===== src/rtl/xip_pkg.sv =====
// Shared constants for the XIP read prefetch path: AXI responses, FSM encoding, address split.
// Latency: none, declarations only.
// Backpressure: n/a.
package xip_pkg;

   localparam logic [1:0] RESP_OKAY   = 2'b00;
   localparam logic [1:0] RESP_SLVERR = 2'b10;

   localparam logic [1:0] ST_IDLE    = 2'd0;
   localparam logic [1:0] ST_FILL_AR = 2'd1;
   localparam logic [1:0] ST_FILL_R  = 2'd2;
   localparam logic [1:0] ST_RESP    = 2'd3;

   // Bits selecting a word inside a line (line_words is a power of two)
   function automatic int xip_idx_w(input int line_words);
      return $clog2(line_words);
   endfunction

   // Bits left for the line tag after word index and byte offset
   function automatic int xip_tag_w(input int addr_w, input int line_words);
      return addr_w - $clog2(line_words) - 2;
   endfunction

endpackage


===== src/rtl/xip_line_store.sv =====
// One prefetch line held as a small register array, written one beat at a time.
// Latency: write takes effect next cycle; read port is combinational.
// Backpressure: none, writes are accepted every cycle i_wr_en is high.
module xip_line_store
   import xip_pkg::*;
#(
   parameter int LINE_WORDS = 4,
   parameter int IDX_W      = xip_idx_w(LINE_WORDS)
)(
   input  logic             clk,
   input  logic             resetn,
   input  logic             i_wr_en,
   input  logic [IDX_W-1:0] i_wr_idx,
   input  logic [31:0]      i_wr_dat,
   input  logic [IDX_W-1:0] i_rd_idx,
   output logic [31:0]      o_rd_dat
);

   logic [31:0] r_words [LINE_WORDS];

   // Capture one fetched beat into its slot
   always_ff @(posedge clk or negedge resetn) begin
      if (!resetn) begin
         for (int i = 0; i < LINE_WORDS; i++) r_words[i] <= '0;
      end else if (i_wr_en) begin
         r_words[i_wr_idx] <= i_wr_dat;
      end
   end

   assign o_rd_dat = r_words[i_rd_idx];

endmodule


===== src/rtl/xip_prefetch_buffer.sv =====
// Single-line read prefetch in front of xip_engine: misses fetch a whole line word by word.
// Latency: hit returns data the cycle after accept; a miss costs LINE_WORDS engine reads.
// Backpressure: one transaction at a time; s_rvalid_o holds stable data until s_rready_i.
module xip_prefetch_buffer
   import xip_pkg::*;
#(
   parameter int ADDR_W     = 32,
   parameter int LINE_WORDS = 4
)(
   input  logic              clk,
   input  logic              resetn,
   input  logic              enable_i,
   input  logic              invalidate_i,
   input  logic [ADDR_W-1:0] s_araddr_i,
   input  logic              s_arvalid_i,
   output logic              s_arready_o,
   output logic [31:0]       s_rdata_o,
   output logic [1:0]        s_rresp_o,
   output logic              s_rvalid_o,
   input  logic              s_rready_i,
   output logic [ADDR_W-1:0] m_araddr_o,
   output logic              m_arvalid_o,
   input  logic              m_arready_i,
   input  logic [31:0]       m_rdata_i,
   input  logic [1:0]        m_rresp_i,
   input  logic              m_rvalid_i,
   output logic              m_rready_o,
   output logic              hit_o,
   output logic              busy_o
);

   localparam int IDX_W = xip_idx_w(LINE_WORDS);
   localparam int TAG_W = xip_tag_w(ADDR_W, LINE_WORDS);
   localparam logic [IDX_W-1:0] LAST_BEAT = IDX_W'(LINE_WORDS - 1);

   logic [1:0]        r_state, w_next_state;
   logic              r_line_valid;
   logic [TAG_W-1:0]  r_tag, r_req_tag;
   logic [IDX_W-1:0]  r_req_idx, r_beat;
   logic [ADDR_W-1:0] r_base;
   logic              r_err, r_inv_pending, r_pass;
   logic [31:0]       r_rdata;
   logic [1:0]        r_rresp;
   logic              r_rvalid, r_hit, r_arready;

   logic [TAG_W-1:0]  w_tag_in;
   logic [IDX_W-1:0]  w_idx_in, w_rd_idx;
   logic [ADDR_W-1:0] w_beat_off;
   logic [31:0]       w_rd_word, w_fill_word;
   logic              w_accept, w_hit, w_last, w_err_any, w_wr_en, w_unused;

   assign w_tag_in   = s_araddr_i[ADDR_W-1 -: TAG_W];
   assign w_idx_in   = s_araddr_i[IDX_W+1:2];
   assign w_accept   = r_arready & s_arvalid_i;
   // An invalidate landing on the lookup cycle wins over the hit
   assign w_hit      = enable_i & r_line_valid & (w_tag_in == r_tag) & ~invalidate_i;
   // Pass-through fetches exactly one word
   assign w_last     = r_pass | (r_beat == LAST_BEAT);
   assign w_err_any  = r_err | m_rresp_i[1];
   assign w_wr_en    = (r_state == ST_FILL_R) & m_rvalid_i & ~r_pass;
   assign w_rd_idx   = (r_state == ST_IDLE) ? w_idx_in : r_req_idx;
   assign w_beat_off = {{(ADDR_W-IDX_W-2){1'b0}}, r_beat, 2'b00};
   // The requested word may be the one arriving this cycle, not yet in the store
   assign w_fill_word = (r_pass || (r_req_idx == r_beat)) ? m_rdata_i : w_rd_word;
   assign w_unused   = ^{s_araddr_i[1:0], m_rresp_i[0]};

   assign s_arready_o = r_arready;
   assign s_rdata_o   = r_rdata;
   assign s_rresp_o   = r_rresp;
   assign s_rvalid_o  = r_rvalid;
   assign hit_o       = r_hit;
   assign m_araddr_o  = r_base + w_beat_off;

   xip_line_store #(
      .LINE_WORDS (LINE_WORDS),
      .IDX_W      (IDX_W)
   ) u_line_store (
      .clk      (clk),
      .resetn   (resetn),
      .i_wr_en  (w_wr_en),
      .i_wr_idx (r_beat),
      .i_wr_dat (m_rdata_i),
      .i_rd_idx (w_rd_idx),
      .o_rd_dat (w_rd_word)
   );

   // Controller state register
   always_ff @(posedge clk or negedge resetn) begin
      if (!resetn) r_state <= ST_IDLE;
      else         r_state <= w_next_state;
   end

   // Next-state selection
   always_comb begin
      w_next_state = r_state;
      case (r_state)
         ST_IDLE:    if (w_accept)    w_next_state = w_hit ? ST_RESP : ST_FILL_AR;
         ST_FILL_AR: if (m_arready_i) w_next_state = ST_FILL_R;
         ST_FILL_R:  if (m_rvalid_i)  w_next_state = w_last ? ST_RESP : ST_FILL_AR;
         ST_RESP:    if (s_rready_i)  w_next_state = ST_IDLE;
         default:                     w_next_state = ST_IDLE;
      endcase
   end

   // Engine-side handshakes and busy flag decoded from state
   always_comb begin
      m_arvalid_o = (r_state == ST_FILL_AR);
      m_rready_o  = (r_state == ST_FILL_R);
      busy_o      = (r_state != ST_IDLE);
   end

   // Lookup, fill bookkeeping and requester response registers
   always_ff @(posedge clk or negedge resetn) begin
      if (!resetn) begin
         r_arready     <= 1'b0;
         r_hit         <= 1'b0;
         r_rvalid      <= 1'b0;
         r_rdata       <= '0;
         r_rresp       <= RESP_OKAY;
         r_line_valid  <= 1'b0;
         r_tag         <= '0;
         r_req_tag     <= '0;
         r_req_idx     <= '0;
         r_beat        <= '0;
         r_base        <= '0;
         r_err         <= 1'b0;
         r_inv_pending <= 1'b0;
         r_pass        <= 1'b0;
      end else begin
         r_arready <= (w_next_state == ST_IDLE);
         r_hit     <= 1'b0;
         case (r_state)
            ST_IDLE: begin
               r_inv_pending <= 1'b0;
               if (invalidate_i) r_line_valid <= 1'b0;
               if (w_accept) begin
                  r_req_idx <= w_idx_in;
                  r_req_tag <= w_tag_in;
                  if (w_hit) begin
                     r_rdata  <= w_rd_word;
                     r_rresp  <= RESP_OKAY;
                     r_hit    <= 1'b1;
                     r_rvalid <= 1'b1;
                  end else begin
                     r_beat <= '0;
                     r_err  <= 1'b0;
                     r_pass <= ~enable_i;
                     r_base <= enable_i ? {w_tag_in, {(IDX_W+2){1'b0}}}
                                        : {s_araddr_i[ADDR_W-1:2], 2'b00};
                  end
               end
            end
            ST_FILL_AR: begin
               // Enable dropping mid-fill poisons the line just like an invalidate
               if (invalidate_i | ~enable_i) r_inv_pending <= 1'b1;
            end
            ST_FILL_R: begin
               if (invalidate_i | ~enable_i) r_inv_pending <= 1'b1;
               if (m_rvalid_i) begin
                  r_err <= w_err_any;
                  if (w_last) begin
                     r_line_valid <= ~w_err_any & ~r_inv_pending & ~invalidate_i
                                     & enable_i & ~r_pass;
                     r_tag        <= r_req_tag;
                     r_rdata      <= w_fill_word;
                     r_rresp      <= w_err_any ? RESP_SLVERR : RESP_OKAY;
                     r_rvalid     <= 1'b1;
                  end else begin
                     r_beat <= r_beat + IDX_W'(1);
                  end
               end
            end
            ST_RESP: begin
               if (invalidate_i) r_line_valid <= 1'b0;
               if (s_rready_i)   r_rvalid     <= 1'b0;
            end
            default: ;
         endcase
      end
   end

endmodule

===== config.mk =====
export PLATFORM = sky130hd
export DESIGN_NAME = xip_prefetch_buffer
export DESIGN_NICKNAME = d
export VERILOG_FILES = /design/src/rtl/xip_pkg.sv /design/src/rtl/xip_line_store.sv /design/src/rtl/xip_prefetch_buffer.sv
export SDC_FILE = /design/constraint.sdc
export NUM_CORES = 1
export LEC_CHECK = 0
export BUFFER_PORTS_ARGS = -buffer_cell sky130_fd_sc_hd__buf_4
export CAP_MARGIN = 20
export CORE_UTILIZATION = 30
export DETAILED_ROUTE_END_ITERATION = 6
export PLACE_DENSITY = 0.44
export SLEW_MARGIN = 10
export SYNTH_ARGS = -nofsm -noshare
export SYNTH_HDL_FRONTEND = slang
export SYNTH_SLANG_ARGS = --single-unit

===== constraint.sdc =====
create_clock -name clk -period 6.45 [get_ports clk]
set_input_delay 1.29 -clock clk [delete_from_list [all_inputs] [get_ports clk]]
set_output_delay 1.29 -clock clk [all_outputs]
set_load 0.05 [all_outputs]

==> results.md <==
- Per-cell routed wire length: 18.7 µm
- Layout cell share with drive strength beyond 1: 0.523
- Reg2reg path depth: 9
- Final slew viol count: 0
- Post-Place Cell Area: 13,700 µm²
- Final Hold Fails: 0
- Cell area after synthesis: 12,100 µm²
- Largest area contributor in the netlist: dfrtp_1
- # diodes: 0
- CTS tree: done
- DRC Markers: 2
- Fin crit period: 4310 ps
- Seq/Total Area, Yosys: 0.539
- Setup TNS: 0 ps
- Number of routed nets with antenna violations: 0
- Clock sinks: 260
- Violated checks: design-rule violations
- Arr. time, crit path: 3020 ps
- Area of the core: 39,700 µm²
- Num CTS Buffers: 31
- Synth unique cells: 53
- Fin nets: 1,054
- Crit Reg-Reg Startpoint: r_state[0]
- Worst VDD drop: 0.263 mV
- Fin util: 0.371
- Vias: 7,093
- Synth Warn #: 0
- Hold Crit Depth: 1
- Leakage power: 0.00679 µW
- Cell Chain, Critical Path: ha_1, a21o_1, nand2b_1, nor2_1, nand3_1, xnor2_1, buf_4
- Post-CTS resize count: 0
- Post-route insts no fill: 1,515
- Max H-tree Level: 1
- Crit path capture type: output pin
- Fraction of registers with async set or reset after synthesis: 1.00
- Tightest Pin Transition: 933 ps
- P&R area growth vs syn: 22.4%
- Critical Path Fanout Max: 9
- Total congestion overflow: 0
- Peak Freq: 232 MHz
- First-pass GRT wire length: 45,500 µm
- Hold-fix buffers at CTS: 0
- Layout Skew: 16.1 ps
- Mean Syn Cell Area: 14.7 µm²
- Power Density: 498 nW/µm²
- #FFs+latches synth: 260
- Top Ports: 146
- Unrepaired setup endpoints after global routing: false
- Startpoint types: flop
- Critical path data required time: 5160 ps
- CP max stage delay: 700 ps
- Final period util: 0.668
- Worst Path Class, Setup: flop to output pin
- Post-CTS Setup Inserts: 0
- Die Y: 203 µm
- GRT Resource Usage Total: 0.142
- Compound-Gate Fraction of Synth Area: 0.0232
- Initial core utilization: 0.304
- Slowest CP cell: nor2_1
- Hold crit path type: flop to flop
- Adder-Cell Fraction of Synth Area: 0.0120
- 1st-iter DRT viols: 204
- Vias in the first global route: 7,508
- Mux cell area share after synthesis: 0.325
- Die area: 41,000 µm²
- Synth Instances: 821
- Largest family of logic cells by synthesized area: multiplexers
- Max-Cap Viols: 0
- First-pass detailed-route iteration total: 6
- Drt via density: 4.68
- Synth Area in XOR/XNOR: 0.0407
- Total wire length: 28,400 µm
- EDFF count, synth: 0
- Clk slew on worst S/H paths: 60 ps
- Simple-gate portion of the synthesized area: 0.0387
- Hold Startpoint: r_req_tag[3]
- Placed insts: 1,461
- Relative slew slack: 0.378
- Root buf cell: clkbuf_16
- Die Wd: 203 µm
- Std cell rows: 73
- Top-area cell type share of the netlist area: 0.539
- Outcome: complete, but fails checks
- Most common flop cell mapped by yosys: dfrtp_1
- Input/output buffers: 139
- Final setup violation count: 0
- Largest net degree at the start of global routing: 154
- Post-DP HPWL: 17,700 µm
- Clock buffer depth: 3
- Placer Congestion: 0.684
- Initial antenna violation count: 2
- Clock Latency Late Sink: 560 ps
- Worst setup path start: r_beat[1]
- Largest cells by area after synthesis: dfrtp_1, mux2_2, mux4_2, xnor2_1, mux2_4
- Final Cell Area: 14,800 µm²
==> area by class of cell <==
class                           count  area, µm²
Timing Repair Buffer              153       1170
Tap cell                          525        657
Inverter                           14       52.6
Sequential cell                   260       6510
Clock inverter                      7       85.1
Multi-Input combinational cell    509       5360
Fill cell                        3868      25000
Clock buffer                       47        926
==> Yosys cell counts (all sizes together), types with 4 or more instances <==
library cell	number
xor2	13
buf	25
nand2	25
nor2	14
ha	10
nand2b	4
o21ai	12
nand4	10
xnor2	43
and3	4
inv	14
clkbuf	15
a21oi	9
dfrtp	260
mux2	278
nand3	13
mux4	32
==> sequential cells by signal, indices dropped and copies added (netlist names) <==
| register | count |
|---|---|
| r_err | 1 |
| r_inv_pending | 1 |
| hit_o | 1 |
| s_rvalid_o | 1 |
| r_base | 30 |
| u_line_store.r_words | 128 |
| r_state | 2 |
| s_arready_o | 1 |
| r_pass | 1 |
| r_line_valid | 1 |
| r_req_tag | 28 |
| r_beat | 2 |
| s_rdata_o | 32 |
| s_rresp_o | 1 |
| r_tag | 28 |
| r_req_idx | 2 |
==> metal layers <==
| metal | track usage | part of all wire | vias to the layer above | wire, µm |
|---|---|---|---|---|
| li1 | - | - | 3281 | - |
| met1 | 0.195 | 0.47 | 3649 | 13200 |
| met2 | 0.227 | 0.47 | 123 | 13300 |
| met3 | 0.0324 | 0.046 | 36 | 1310 |
| met4 | 0.0301 | 0.018 | 4 | 518 |
| met5 | 0 | 0.0011 | - | 30 |
==> layout by cell type, fill, tap and decap left out, drive strengths merged, types with 3 or more instances in the layout <==
cell type	n
xnor2	43
xor2	13
a21oi	9
mux2i	3
clkinv	5
and2	3
o21ai	12
and4	3
nand2	25
clkbuf	47
nand3	13
nor4	3
ha	10
nor2	14
dfrtp	260
nand2b	4
mux4	32
nand4	10
mux2	278
conb	3
buf	153
inv	14
and3	4
==> worst paths after layout <==
path	end	slack [ps]
worst min-delay path	r_tag[3]	490
max in group asynchronous	r_state[1]	4340
worst max-delay path	m_araddr_o[31]	2140
min in group asynchronous	u_line_store.r_words[48]	740
worst min register to register	r_tag[3]	490
worst max register to register	s_rdata_o[30]	3050
==> power breakdown <==
part	switching (µW)	internal, µW	total, µW	leakage [µW]
Sequential	390	2270	2660	0.00334
Combinational	1550	1400	2950	0.00295
Clock	679	1060	1740	0.000503
Total	2620	4730	7350	0.00679
==> worst max-delay path: cells and delay by family, from the launching register on <==
family,cells,cell delay (ps)
compound gates,1,150
xor+xnor,1,200
fa+ha+maj,1,320
buf+inv,1,220
flops,1,480
simple gates,3,1080
==> metrics by stage <==
| stage | setup WS [ps] | hold WS, ps | total power [µW] |
|---|---|---|---|
| detailed placement | 2040 | 487 | 5700 |
| global route | 1870 | 509 | 7800 |
| CTS | 2000 | 500 | 7480 |
| finish | 2140 | 494 | 7350 |
| global placement | 2060 | 474 | 5670 |
| floorplan | 2510 | 446 | 4900 |
==> logic make-up after synthesis <==
group / Yosys count
AOI/OAI and AO/OA: 41
xor gates and xnor gates: 56
adders and majority gates: 11
buffers and inverters: 54
DFF: 260
muxes: 313
other: 1
and+or+nand+nor: 85
No activity file was read; power rests on OpenSTA's default activity.
